--- src/rtl/pwd_lock_fsm.sv ---
// pwd_lock_fsm: parametrised password-entry lock controller.
// Collects NUM_DIGITS digits of DIGIT_W bits, one per rising edge of key,
// compares them against a stored password and unlocks on a match. After
// MAX_TRIES consecutive failures it enters a LOCK_CYCLES-long lockout. While
// unlocked, a press with set_mode high enters SET, where a new password is
// keyed in.
// Ports:
//   clk, rst      - rising-edge clock, synchronous active-high reset
//   key           - press level (debounced upstream); one digit per rising edge
//   sw_in         - digit value sampled on a press
//   set_mode      - on the press that leaves UNLOCKED, select SET
//   clear         - abort entry / relock / abort SET
//   data_f, count - digits entered so far (newest in LSBs) and how many
//   tries_left    - remaining attempts before lockout
//   unlocked, fail, locked_out - status (fail is a one-cycle pulse)
//   h0, h1        - active-low 7-seg (gfedcba) of count and tries_left
module pwd_lock_fsm #(
  parameter int unsigned DIGIT_W     = 4,
  parameter int unsigned NUM_DIGITS  = 3,
  parameter int unsigned MAX_TRIES   = 3,
  parameter int unsigned LOCK_CYCLES = 16,
  parameter logic [DIGIT_W*NUM_DIGITS-1:0] PWD_DEFAULT = 12'h123
) (
  input  logic                                clk,
  input  logic                                rst,
  input  logic                                key,
  input  logic [DIGIT_W-1:0]                  sw_in,
  input  logic                                set_mode,
  input  logic                                clear,
  output logic [DIGIT_W*NUM_DIGITS-1:0]       data_f,
  output logic [$clog2(NUM_DIGITS+1)-1:0]     count,
  output logic [$clog2(MAX_TRIES+1)-1:0]      tries_left,
  output logic                                unlocked,
  output logic                                fail,
  output logic                                locked_out,
  output logic [6:0]                          h0,
  output logic [6:0]                          h1
);

  localparam int unsigned DW = DIGIT_W * NUM_DIGITS;
  localparam int unsigned CW = $clog2(NUM_DIGITS + 1);
  localparam int unsigned TW = $clog2(MAX_TRIES + 1);
  localparam int unsigned LW = (LOCK_CYCLES > 1) ? $clog2(LOCK_CYCLES) : 1;

  typedef enum logic [2:0] {
    ST_ENTRY    = 3'd0,
    ST_CHECK    = 3'd1,
    ST_UNLOCKED = 3'd2,
    ST_SET      = 3'd3,
    ST_LOCKOUT  = 3'd4
  } state_t;

  state_t          state, state_n;
  logic            key_q;
  logic            press;
  logic [DW-1:0]   pwd_reg, pwd_n;
  logic [DW-1:0]   data_n;
  logic [DW-1:0]   data_shift;
  logic [CW-1:0]   count_n;
  logic [TW-1:0]   tries_n;
  logic [LW-1:0]   lock_cnt, lock_n;
  logic            fail_n;
  logic            last_digit;

  // Active-low hex decoder, segment order gfedcba.
  function automatic logic [6:0] seg7(input logic [3:0] v);
    logic [6:0] s;
    case (v)
      4'h0:    s = 7'b1000000;
      4'h1:    s = 7'b1111001;
      4'h2:    s = 7'b0100100;
      4'h3:    s = 7'b0110000;
      4'h4:    s = 7'b0011001;
      4'h5:    s = 7'b0010010;
      4'h6:    s = 7'b0000010;
      4'h7:    s = 7'b1111000;
      4'h8:    s = 7'b0000000;
      4'h9:    s = 7'b0010000;
      4'hA:    s = 7'b0001000;
      4'hB:    s = 7'b0000011;
      4'hC:    s = 7'b1000110;
      4'hD:    s = 7'b0100001;
      4'hE:    s = 7'b0000110;
      default: s = 7'b0001110;
    endcase
    return s;
  endfunction

  // Rising edge of key; a held key yields a single press.
  assign press = key & ~key_q;

  // Truncating cast keeps the low DW bits, so this also works for NUM_DIGITS == 1.
  assign data_shift = DW'({data_f, sw_in});

  // True when the current press completes the entry.
  assign last_digit = (count == CW'(NUM_DIGITS - 1));

  // Next-state and next-value logic for every register.
  always_comb begin
    state_n = state;
    data_n  = data_f;
    count_n = count;
    tries_n = tries_left;
    pwd_n   = pwd_reg;
    lock_n  = lock_cnt;
    fail_n  = 1'b0;

    case (state)
      ST_ENTRY: begin
        if (clear) begin
          data_n  = '0;
          count_n = '0;
        end else if (press) begin
          data_n  = data_shift;
          count_n = count + CW'(1);
          if (last_digit) begin
            state_n = ST_CHECK;
          end
        end
      end

      ST_CHECK: begin
        data_n  = '0;
        count_n = '0;
        if (data_f == pwd_reg) begin
          state_n = ST_UNLOCKED;
          tries_n = TW'(MAX_TRIES);
        end else begin
          fail_n  = 1'b1;
          tries_n = tries_left - TW'(1);
          if (tries_left == TW'(1)) begin
            state_n = ST_LOCKOUT;
            lock_n  = LW'(LOCK_CYCLES - 1);
          end else begin
            state_n = ST_ENTRY;
          end
        end
      end

      ST_UNLOCKED: begin
        if (clear) begin
          state_n = ST_ENTRY;
        end else if (press && set_mode) begin
          state_n = ST_SET;
        end
      end

      ST_SET: begin
        if (clear) begin
          data_n  = '0;
          count_n = '0;
          state_n = ST_UNLOCKED;
        end else if (press) begin
          if (last_digit) begin
            pwd_n   = data_shift;
            data_n  = '0;
            count_n = '0;
            state_n = ST_ENTRY;
          end else begin
            data_n  = data_shift;
            count_n = count + CW'(1);
          end
        end
      end

      ST_LOCKOUT: begin
        if (lock_cnt == '0) begin
          state_n = ST_ENTRY;
          tries_n = TW'(MAX_TRIES);
        end else begin
          lock_n = lock_cnt - LW'(1);
        end
      end

      default: begin
        state_n = ST_ENTRY;
      end
    endcase
  end

  // State and output registers; status and displays follow the next values.
  always_ff @(posedge clk) begin
    if (rst) begin
      state      <= ST_ENTRY;
      key_q      <= 1'b0;
      data_f     <= '0;
      count      <= '0;
      tries_left <= TW'(MAX_TRIES);
      pwd_reg    <= PWD_DEFAULT;
      lock_cnt   <= '0;
      unlocked   <= 1'b0;
      fail       <= 1'b0;
      locked_out <= 1'b0;
      h0         <= 7'b1000000;
      h1         <= seg7(4'(MAX_TRIES));
    end else begin
      state      <= state_n;
      key_q      <= key;
      data_f     <= data_n;
      count      <= count_n;
      tries_left <= tries_n;
      pwd_reg    <= pwd_n;
      lock_cnt   <= lock_n;
      unlocked   <= (state_n == ST_UNLOCKED) || (state_n == ST_SET);
      fail       <= fail_n;
      locked_out <= (state_n == ST_LOCKOUT);
      h0         <= seg7(4'(count_n));
      h1         <= seg7(4'(tries_n));
    end
  end

endmodule

--- config.mk ---
export PLATFORM = sky130hd
export DESIGN_NAME = pwd_lock_fsm
export DESIGN_NICKNAME = d
export VERILOG_FILES = /design/src/rtl/pwd_lock_fsm.sv
export SDC_FILE = /design/constraint.sdc
export NUM_CORES = 1
export LEC_CHECK = 0
export ABC_AREA = 1
export ABC_CLOCK_PERIOD_IN_PS = 4100
export BUFFER_PORTS_ARGS = -buffer_cell sky130_fd_sc_hd__buf_2
export CAP_MARGIN = 30
export CORE_ASPECT_RATIO = 2
export CORE_MARGIN = 3
export CORE_UTILIZATION = 45
export DETAILED_ROUTE_END_ITERATION = 6
export PLACE_DENSITY = 0.78
export SYNTH_ARGS = -nofsm -noshare
export SYNTH_HDL_FRONTEND = slang
export SYNTH_SLANG_ARGS = --single-unit
--- constraint.sdc ---
create_clock -name clk -period 4.1 [get_ports clk]
set_clock_uncertainty 0.05 [all_clocks]
set_input_delay 0.82 -clock clk [delete_from_list [all_inputs] [get_ports clk]]
set_output_delay 0.82 -clock clk [all_outputs]
set_load 0.01 [all_outputs]
# Yosys cells after proc, flatten, opt, wreduce, memory -nomap -nowiden
# Cells that the tools add are included.
dict set report totals {
  mem_bits_rw 0
  reg_bits 53
  latch_bits 0
  mem_count 0
  input_bits 9
  rom_bits 0
  output_inout_bits 33
  word_cells 86
}
dict set report classes {
  multipliers 0
  mux 34
  div_mod_pow 0
  reduce_logical 12
  n_eq_ne 21
  order_cmp 0
  bitwise_logic 4
  n_addsub 3
  shift 0
}
# cell count
set ops {}
lappend ops {{$mux 12} 5}
lappend ops {{$pmux 7 s4} 2}
lappend ops {{$pmux 12 s3} 1}
lappend ops {{$mux 3} 11}
lappend ops {{$pmux 3 s5} 1}
lappend ops {{$mux 2} 7}
lappend ops {{$eq 12x12->1} 1}
lappend ops {{$eq 3x2->1 const B} 4}
lappend ops {{$mux 4} 3}
lappend ops {{$eq 2x2->1 const B} 5}
lappend ops {{$pmux 4 s2} 1}
lappend ops {{$reduce_and 4->1} 2}
lappend ops {{$eq 2x1->1 const B} 3}
lappend ops {{$eq 3x3->1 const B} 2}
lappend ops {{$ne 2x2->1 const B} 3}
lappend ops {{$ne 3x3->1 const B} 2}
lappend ops {{$pmux 2 s3} 1}
lappend ops {{$logic_not 2->1} 2}
lappend ops {{$logic_not 4->1} 1}
lappend ops {{$pmux 2 s2} 1}
lappend ops {{$sub 4x1->4 const B} 1}
lappend ops {{$eq 3x1->1 const B} 1}
lappend ops {{$logic_not 3->1} 1}
lappend ops {{$not 1->1} 3}
lappend ops {{10 further kinds} 10}

# Logic depth before layout (Yosys ltp)
# Gate-level depths: netlist of run 1.
dict set report depth {
  word_depth 8
  ltp_mapped 10
  mapped_depth_nobuf 10
}

# Least setup slack after synthesis of run 1
# OpenSTA, ideal clock, no wires.
dict set report synth_path {
  kind {input -> register}
  startpoint {input key}
  endpoint {register pwd_reg[1]}
  n_path_buf 1
  cell_stages 6
  arrival_ns 1.632
  setup_ns 0.123
  required_time_ns 3.927
  setup_slack_ns 2.295
  path_cell_list {nand2_1 inv_2 nand2_1 nor3_4 buf_4 o21ai_0}
}
dict set report synth_via {
  elab_chain_len 2
}
# element line_no
set synth_lines {}
lappend synth_lines {{start, declared} 26} ;# input logic key,
lappend synth_lines {{$and 1x1->1} 90} ;# assign press = key & ~key_q;
lappend synth_lines {{$reduce_and 4->1 (no line)} n/a}
lappend synth_lines {{end signal, assigned} 202} ;# pwd_reg <= pwd_n;
lappend synth_lines {{end, declared} 56} ;# logic [DW-1:0] pwd_reg, pwd_n;
# Every way passes these cells.
# A chain may end at the register's enable or synchronous reset.

# Worst setup path in the final report of run 1
dict set report layout_path {
  startpoint {input key}
  endpoint {register pwd_reg[11]}
}
# The elaborated chain is that of the path after synthesis.

==> run metrics, run 1 <==
status complete, no violations; startpoint types input port; CTS tree yes; Worst Path Max Fanout 24; Area Overhead vs Synth 11.9%; Filler Cell Count around 500; die area 5800 µm²; Crit. End Element flip-flop; Antenna diodes 0; Synth Area per Inst approximately 7.5 µm²; DR DRC count 0; Syn. warnings 0; Row Count 35; first-pass GRT wire length between 7000 and 8000 µm; Clock Latency Late Sink 300 ps; DRT Pass-1 Iters 4; Synth Area in Compound Gates 0.169; Setup CP Type in2reg; worst hold slack 443 ps; RSZ-0062 raised after global routing false; total power draw ~0.00086 W; vias in the first global route 1792; Hold WC Path Type reg2reg; FMAX ~460 MHz; Post-Synth Adder-Cell Area 0.0285; Post-Syn Area 2190 µm²; Post-CTS Setup Bufs 0; Congestion Overflow GR 0; Max-slew headroom 0.400; Synth Area in Simple Gates 0.210; Wirelength per Cell 11.8 µm; First DRT Iteration DRCs 31; Final Hold Vio Count 0; CP cell instances buf_2, nand2_1, inv_2, nand2_1, nor3_4, o21ai_0, a21oi_1; # setup viols final 0; # IOs 42; largest net degree at the start of global routing 26; post-synth cell types 29; post-synthesis sequential area ratio 0.438; CP required 4290 ps; PortBufs 39; Hold-fix buffers, CTS 0; CTS Buf Count 5; # nets final 339; Final Cell Area 2450 µm²; final max-slew violation count 0; Slew @ Worst Pin 897 ps; most frequent cells in the layout dfxtp_1 (48), nand2_1 (46), inv_1 (40); share of cells above drive strength 1 0.224; post-cts sizing count 0; initial antenna violation count 0; via/cell ratio ~4.9; Die Y-Extent 105 µm; Worst VDD drop 234 µV; H-tree depth 2; pwr dens around 350 nW/µm²; vias post-DR 1870; #FFs+latches synth 48; GP Congestion 0.890; main combinational cell family by area after synthesis simple AND/OR/NAND/NOR gates; clock tree buffer depth 2; mux cell area share after synthesis 0.00513; slowest stage cell, crit path nor3_4; leakage power ~1.2 nW; final WL 4490 µm; most common cell after layout, fill and taps aside dfxtp_1; clock-pin slew on the worst setup and hold paths roughly 90 ps; Final period util 0.530; Die W roughly 55 µm; CTS sink cnt between 40 and 50; Total Routing Usage GR 0.168; Initial Util 0.473; Slowest Stage Delay on Critical Path 750 ps; DP Area about 2400 µm²; setup total negative slack 0 ps; Max Cap Viol 0; Tmin final 2170 ps; dpl hpwl 3330 µm; root buffer cell clkbuf_8; DRT antenna net count 0; Core ar. 4640 µm²; Cells after Synth between 200 and 300; Critical Path AT roughly 2400 ps; pre-CTS setup slack about 1600 ps; Synth Area in XOR/XNOR 0.0200; setup ws final 1930 ps; crit-path most repeated cell nand2_1
==> metal layers <==
metal | track usage | wire (µm) | part of all wire
met1 | 0.168 | 1720 | 0.38
met2 | 0.320 | 2540 | 0.57
met3 | 0.0309 | 126 | 0.028
met4 | 0.0783 | 91 | 0.020
met5 | 0 | 0 | 0
==> stage by stage <==
step / cells / utilization
6_report: 381 / 0.529
3_3_place_gp: 373 / 0.509
4_1_cts: 381 / 0.529
5_1_grt: 381 / 0.529
2_1_floorplan: 293 / -
3_5_place_dp: 373 / 0.509
==> cells by family (layout without fill, tap and decap cells) <==
kind of cell,count (synthesis),count (layout)
and+or+nand+nor,103,103
AOI/OAI and AO/OA,67,67
other,1,2
xor gates and xnor gates,5,5
muxes,1,1
buffers and inverters,62,95
DFF,48,48
adders and majority gates,5,5
==> layout make-up <==
class	instances	area (µm²)	area share
Tap cell	55	68.8	0.0280
Timing Repair Buffer	39	195	0.0795
Sequential cell	48	961	0.391
Multi-Input combinational cell	183	956	0.389
Inverter	48	180	0.0734
Clock inverter	1	7.51	0.00306
Clock buffer	7	86.3	0.0352
==> synthesized netlist by cell type <==
cell | number | share of area
a21oi_1 | 27 | 0.062
a21oi_2 | 6 | 0.024
a31oi_1 | 2 | 0.0057
buf_2 | 2 | 0.0046
buf_4 | 8 | 0.027
buf_6 | 2 | 0.010
clkbuf_1 | 2 | 0.0034
conb_1 | 1 | 0.0017
dfxtp_1 | 48 | 0.44
ha_1 | 5 | 0.029
inv_1 | 40 | 0.068
inv_2 | 8 | 0.014
mux2_2 | 1 | 0.0051
nand2_1 | 46 | 0.079
nand2_2 | 3 | 0.0086
nand3_1 | 12 | 0.027
nand4_1 | 3 | 0.0086
nor2_1 | 30 | 0.051
nor2_2 | 1 | 0.0029
nor2_4 | 2 | 0.010
nor3_1 | 2 | 0.0046
nor3_2 | 1 | 0.0046
nor3_4 | 1 | 0.0074
o211ai_1 | 1 | 0.0034
o21ai_0 | 15 | 0.034
o21ai_1 | 14 | 0.032
o21ai_2 | 2 | 0.0080
or2_2 | 2 | 0.0057
xnor2_1 | 5 | 0.020
==> power breakdown <==
| part | switching [W] | internal (W) |
|---|---|---|
| logic | 0.0000508 | 0.0000263 |
| registers | 0.00000763 | 0.000477 |
| clock network | 0.000157 | 0.000137 |
==> worst paths after layout <==
path | start | end | slack, ps | cells past startpoint
worst min register to register | lock_cnt[2] | lock_cnt[2] | 440 | 2
worst max-delay path | key | pwd_reg[11] | 1930 | 7
worst max register to register | count[0] | pwd_reg[11] | 2070 | 6
worst min-delay path | lock_cnt[2] | lock_cnt[2] | 440 | 2
==> worst max-delay path, delay by kind of cell <==
kind | cells | cell delay (ps)
compound gates | 2 | 330
buf+inv | 2 | 220
simple gates | 3 | 990
(Power assumes the default switching activity.)
==> run 2, diff against run 1 <==
--- a/config.mk
+++ b/config.mk
@@ -6,7 +6,7 @@
 export NUM_CORES = 1
 export LEC_CHECK = 0
 export ABC_AREA = 1
-export ABC_CLOCK_PERIOD_IN_PS = 4100
+export ABC_CLOCK_PERIOD_IN_PS = 2000
 export BUFFER_PORTS_ARGS = -buffer_cell sky130_fd_sc_hd__buf_2
 export CAP_MARGIN = 30
 export CORE_ASPECT_RATIO = 2
==> constraint.sdc (replaced) <==
create_clock -name clk -period 2 [get_ports clk]
set_clock_uncertainty 0.05 [all_clocks]
set_input_delay 0.4 -clock clk [delete_from_list [all_inputs] [get_ports clk]]
set_output_delay 0.4 -clock clk [all_outputs]
set_load 0.01 [all_outputs]
==> run metrics, run 2 (synthesized netlist as in run 1, its figures left out) <==
Worst VDD drop 554 µV; vias post-DR 1897; H-tree depth 2; Final Hold Vio Count 0; Antenna diodes 0; CP required 2190 ps; DR DRC count 0; crit path buf inv count 1; slowest stage cell, crit path dfxtp_1; DP Area 2380 µm²; Die Y-Extent about 100 µm; final max-slew violation count 0; GP Congestion 0.864; Clock Latency Late Sink 310 ps; fin util 0.543; clock-pin slew on the worst setup and hold paths 90 ps; CTS sink cnt 48; Wirelength per Cell 12.4 µm; Crit. End Element flip-flop; Critical Path AT roughly 1900 ps; Slowest Stage Delay on Critical Path about 390 ps; Post-CTS Setup Bufs 0; Area Overhead vs Synth 14.9%; root buffer cell clkbuf_8; vias in the first global route 1896; Row Count 35; clock tree buffer depth 2; # IOs 42; CP cell instances inv_1, ha_1, o21ai_0, nand2_1, nor2_1, o21ai_1, a21oi_1; pwr dens 795 nW/µm²; most frequent cells in the layout dfxtp_1 (48), nand2_1 (46), inv_1 (40); Worst Path Max Fanout 12; first-pass GRT wire length 8270 µm; PortBufs 39; # nets final 342; DRT Pass-1 Iters 4; Tmin final 1730 ps; total power draw 0.00200 W; Core ar. 4640 µm²; DRT antenna net count 0; largest net degree at the start of global routing 26; most common cell after layout, fill and taps aside dfxtp_1; Max Cap Viol 0; Final Cell Area 2520 µm²; Total Routing Usage GR 0.177; status complete, no violations; CTS tree yes; CTS Buf Count 5; # setup viols final 0; share of cells above drive strength 1 0.234; Hold-fix buffers, CTS 0; Slew @ Worst Pin ~700 ps; FMAX 579 MHz; Initial Util 0.473; RSZ-0062 raised after global routing false; startpoint types flip-flop; Hold WC Path Type in2reg; CP delay by family, top simple AND/OR/NAND/NOR gates; First DRT Iteration DRCs 46; initial antenna violation count 0; post-cts sizing count 0; die area slightly below 6000 µm²; setup total negative slack 0 ps; Max-slew headroom 0.535; Congestion Overflow GR 0; leakage power approximately 1.2 nW; dpl hpwl 3520 µm; Final period util 0.864; final WL 4750 µm; via/cell ratio 4.94; Die W approximately 55 µm; Setup CP Type reg2reg
## run 2: worst register-to-register path: stages (launching register included)
cell,delay [ps]
dfxtp_1,390
inv_1,100
ha_1,230
o21ai_0,150
nand2_1,310
nor2_1,190
o21ai_1,80
a21oi_1,170
## run 2: path summary, 6_finish.rpt
path	startpoint	end	slack, ps	cells after the start
worst max-delay path	count[0]	data_f[5]	270	7
worst min-delay path	key	key_q	260	3
worst max register to register	count[0]	data_f[5]	270	7
worst min register to register	pwd_reg[8]	pwd_reg[8]	440	2
## run 2: where the power goes
group          switching [W]  internal, W  leakage, nW
Clock               0.000344     0.000503       0.0687
Sequential         0.0000155     0.000978        0.390
Combinational       0.000107    0.0000571        0.752
## run 2: area by class of cell
cell class | instances | area, µm²
Timing Repair Buffer | 42 | 218
Inverter | 48 | 180
Clock inverter | 3 | 68.8
Clock buffer | 5 | 68.8
Sequential cell | 48 | 961
Tap cell | 55 | 68.8
Fill cell | 474 | 2120
Multi-Input combinational cell | 183 | 956
## run 2: layer usage
layer | share of wire | wire length (µm) | global-route usage
met1 | 0.37 | 1750 | 0.159
met2 | 0.59 | 2790 | 0.350
met3 | 0.025 | 118 | 0.0383
met4 | 0.020 | 93 | 0.0870
met5 | 0 | 0 | 0
## run 2: through the flow
stage / worst slack (ps) / hold WS [ps] / instances
final: 272 / 259 / 384
after detailed placement: 266 / 425 / 376
after floorplan: 535 / 404 / 293
after global placement: 314 / 425 / 376
after global routing: 47.5 / 263 / 384
after CTS: 275 / 255 / 384
==> run 3, diff against run 2 <==
--- a/config.mk
+++ b/config.mk
@@ -6,14 +6,14 @@
 export NUM_CORES = 1
 export LEC_CHECK = 0
 export ABC_AREA = 1
-export ABC_CLOCK_PERIOD_IN_PS = 2000
+export ABC_CLOCK_PERIOD_IN_PS = 1450
 export BUFFER_PORTS_ARGS = -buffer_cell sky130_fd_sc_hd__buf_2
 export CAP_MARGIN = 30
 export CORE_ASPECT_RATIO = 2
 export CORE_MARGIN = 3
 export CORE_UTILIZATION = 45
 export DETAILED_ROUTE_END_ITERATION = 6
-export PLACE_DENSITY = 0.78
+export PLACE_DENSITY = 0.81
 export SYNTH_ARGS = -nofsm -noshare
 export SYNTH_HDL_FRONTEND = slang
 export SYNTH_SLANG_ARGS = --single-unit
==> constraint.sdc (replaced) <==
create_clock -name clk -period 1.45 [get_ports clk]
set_clock_uncertainty 0.05 [all_clocks]
set_input_delay 0.29 -clock clk [delete_from_list [all_inputs] [get_ports clk]]
set_output_delay 0.29 -clock clk [all_outputs]
set_load 0.01 [all_outputs]
==> run metrics, run 3 (synthesized netlist as in run 1, its figures left out) <==
status finished with violations; violated checks negative setup slack; Row Count 35; CTS Buf Count 5; Initial Util 0.473; leakage power 1.36 nW; Area Overhead vs Synth 31.0%; Critical Path AT 1710 ps; share of cells above drive strength 1 0.373; CTS tree yes; Wirelength per Cell approximately 14 µm; most frequent cells in the layout nand2_1 (43), dfxtp_1 (41), buf_2 (39); first-pass GRT wire length 8200 µm; DRT Pass-1 Iters 4; H-tree depth 2; Crit. End Element flip-flop; Max Cap Viol 0; Clock Latency Late Sink ~300 ps; Congestion Overflow GR 0; Worst Path Max Fanout 6; # IOs 42; Setup CP Type reg2reg; largest net degree at the start of global routing 26; pwr dens 870 nW/µm²; setup total negative slack -160 ps; GP Congestion 0.888; root buffer cell clkbuf_8; FMAX 656 MHz; Final period util 1.05; clock tree buffer depth 2; PortBufs 39; # setup viols final 7; DR DRC count 0; Die Y-Extent 105 µm; setup ws final -73.5 ps; Filler Cell Count about 400; final WL 5530 µm; Worst VDD drop roughly 850 µV; initial antenna violation count 0; Hold WC Path Type in2reg; Core ar. 4640 µm²; Die W approximately 55 µm; via/cell ratio 5.16; final max-slew violation count 0; First DRT Iteration DRCs 55; CTS sink cnt 48; DRT antenna net count 0; vias post-DR between 2000 and 2500; dpl hpwl 3600 µm; Antenna diodes 0; CP required 1640 ps; vias in the first global route 1874; die area just under 6000 µm²; Final Hold Vio Count 0; startpoint types flip-flop; fin util 0.619; most common cell after layout, fill and taps aside nand2_1; clock-pin slew on the worst setup and hold paths approximately 90 ps; Total Routing Usage GR 0.174; RSZ-0062 raised after global routing true; # nets final 367; Tmin final 1520 ps
[run 3: power breakdown]
part / internal, W / switching, W
clock: 0.000390 / 0.000449
combinational: 0.000122 / 0.000167
sequential: 0.00135 / 0.0000212
[run 3: area by class of cell]
class,instances,area [µm²],area share
multi-input cells,183,1060,0.370
flip-flops and latches,48,970,0.337
repair buffers,67,494,0.172
inverters,48,183,0.0636
clock buffers,6,82.6,0.0287
well taps,55,68.8,0.0239
clock inverters,2,13.8,0.00479
[run 3: final timing paths]
path / from / to / slack [ps] / depth (start not counted)
worst max register to register: state[1] / pwd_reg[7] / -70 / 8
worst max-delay path: state[1] / pwd_reg[7] / -70 / 8
worst min-delay path: key / key_q / 160 / 3
worst min register to register: data_f[9] / data_f[9] / 440 / 2
[run 3: timing repair]
action	4_1_cts	5_1_grt
setup buffers	1	5
setup endpoints to repair	6	44
gates cloned	0	2
resized for setup	5	40
hold buffers	0	0
pin swaps	2	12
[run 3: layer usage]
layer,GRT usage,vias to the layer above,wire length (µm)
met4,0.0730,0,194
met2,0.342,71,3170
met3,0.0321,20,211
met1,0.169,982,1950
li1,-,1038,-
met5,0,-,0
[run 3: through the flow]
step	hold slack [ps]	std cells	setup slack (ps)	area, µm²	power, W
floorplan	347	293	51.1	2200	0.00156
global placement	421	393	29.8	2550	0.00166
detailed placement	432	393	0.179	2550	0.00167
CTS	157	402	2.65	2670	0.00250
global route	163	409	-134	2870	0.00260
finish	157	409	-73.5	2870	0.00250
[run 3: worst max-delay path, cell delays in order (launching register included)]
cell	delay (ps)
dfxtp_1	470
inv_2	90
nor2_4	150
inv_2	60
nor3_4	140
buf_12	140
clkbuf_16	140
o21ai_1	90
a21oi_2	120
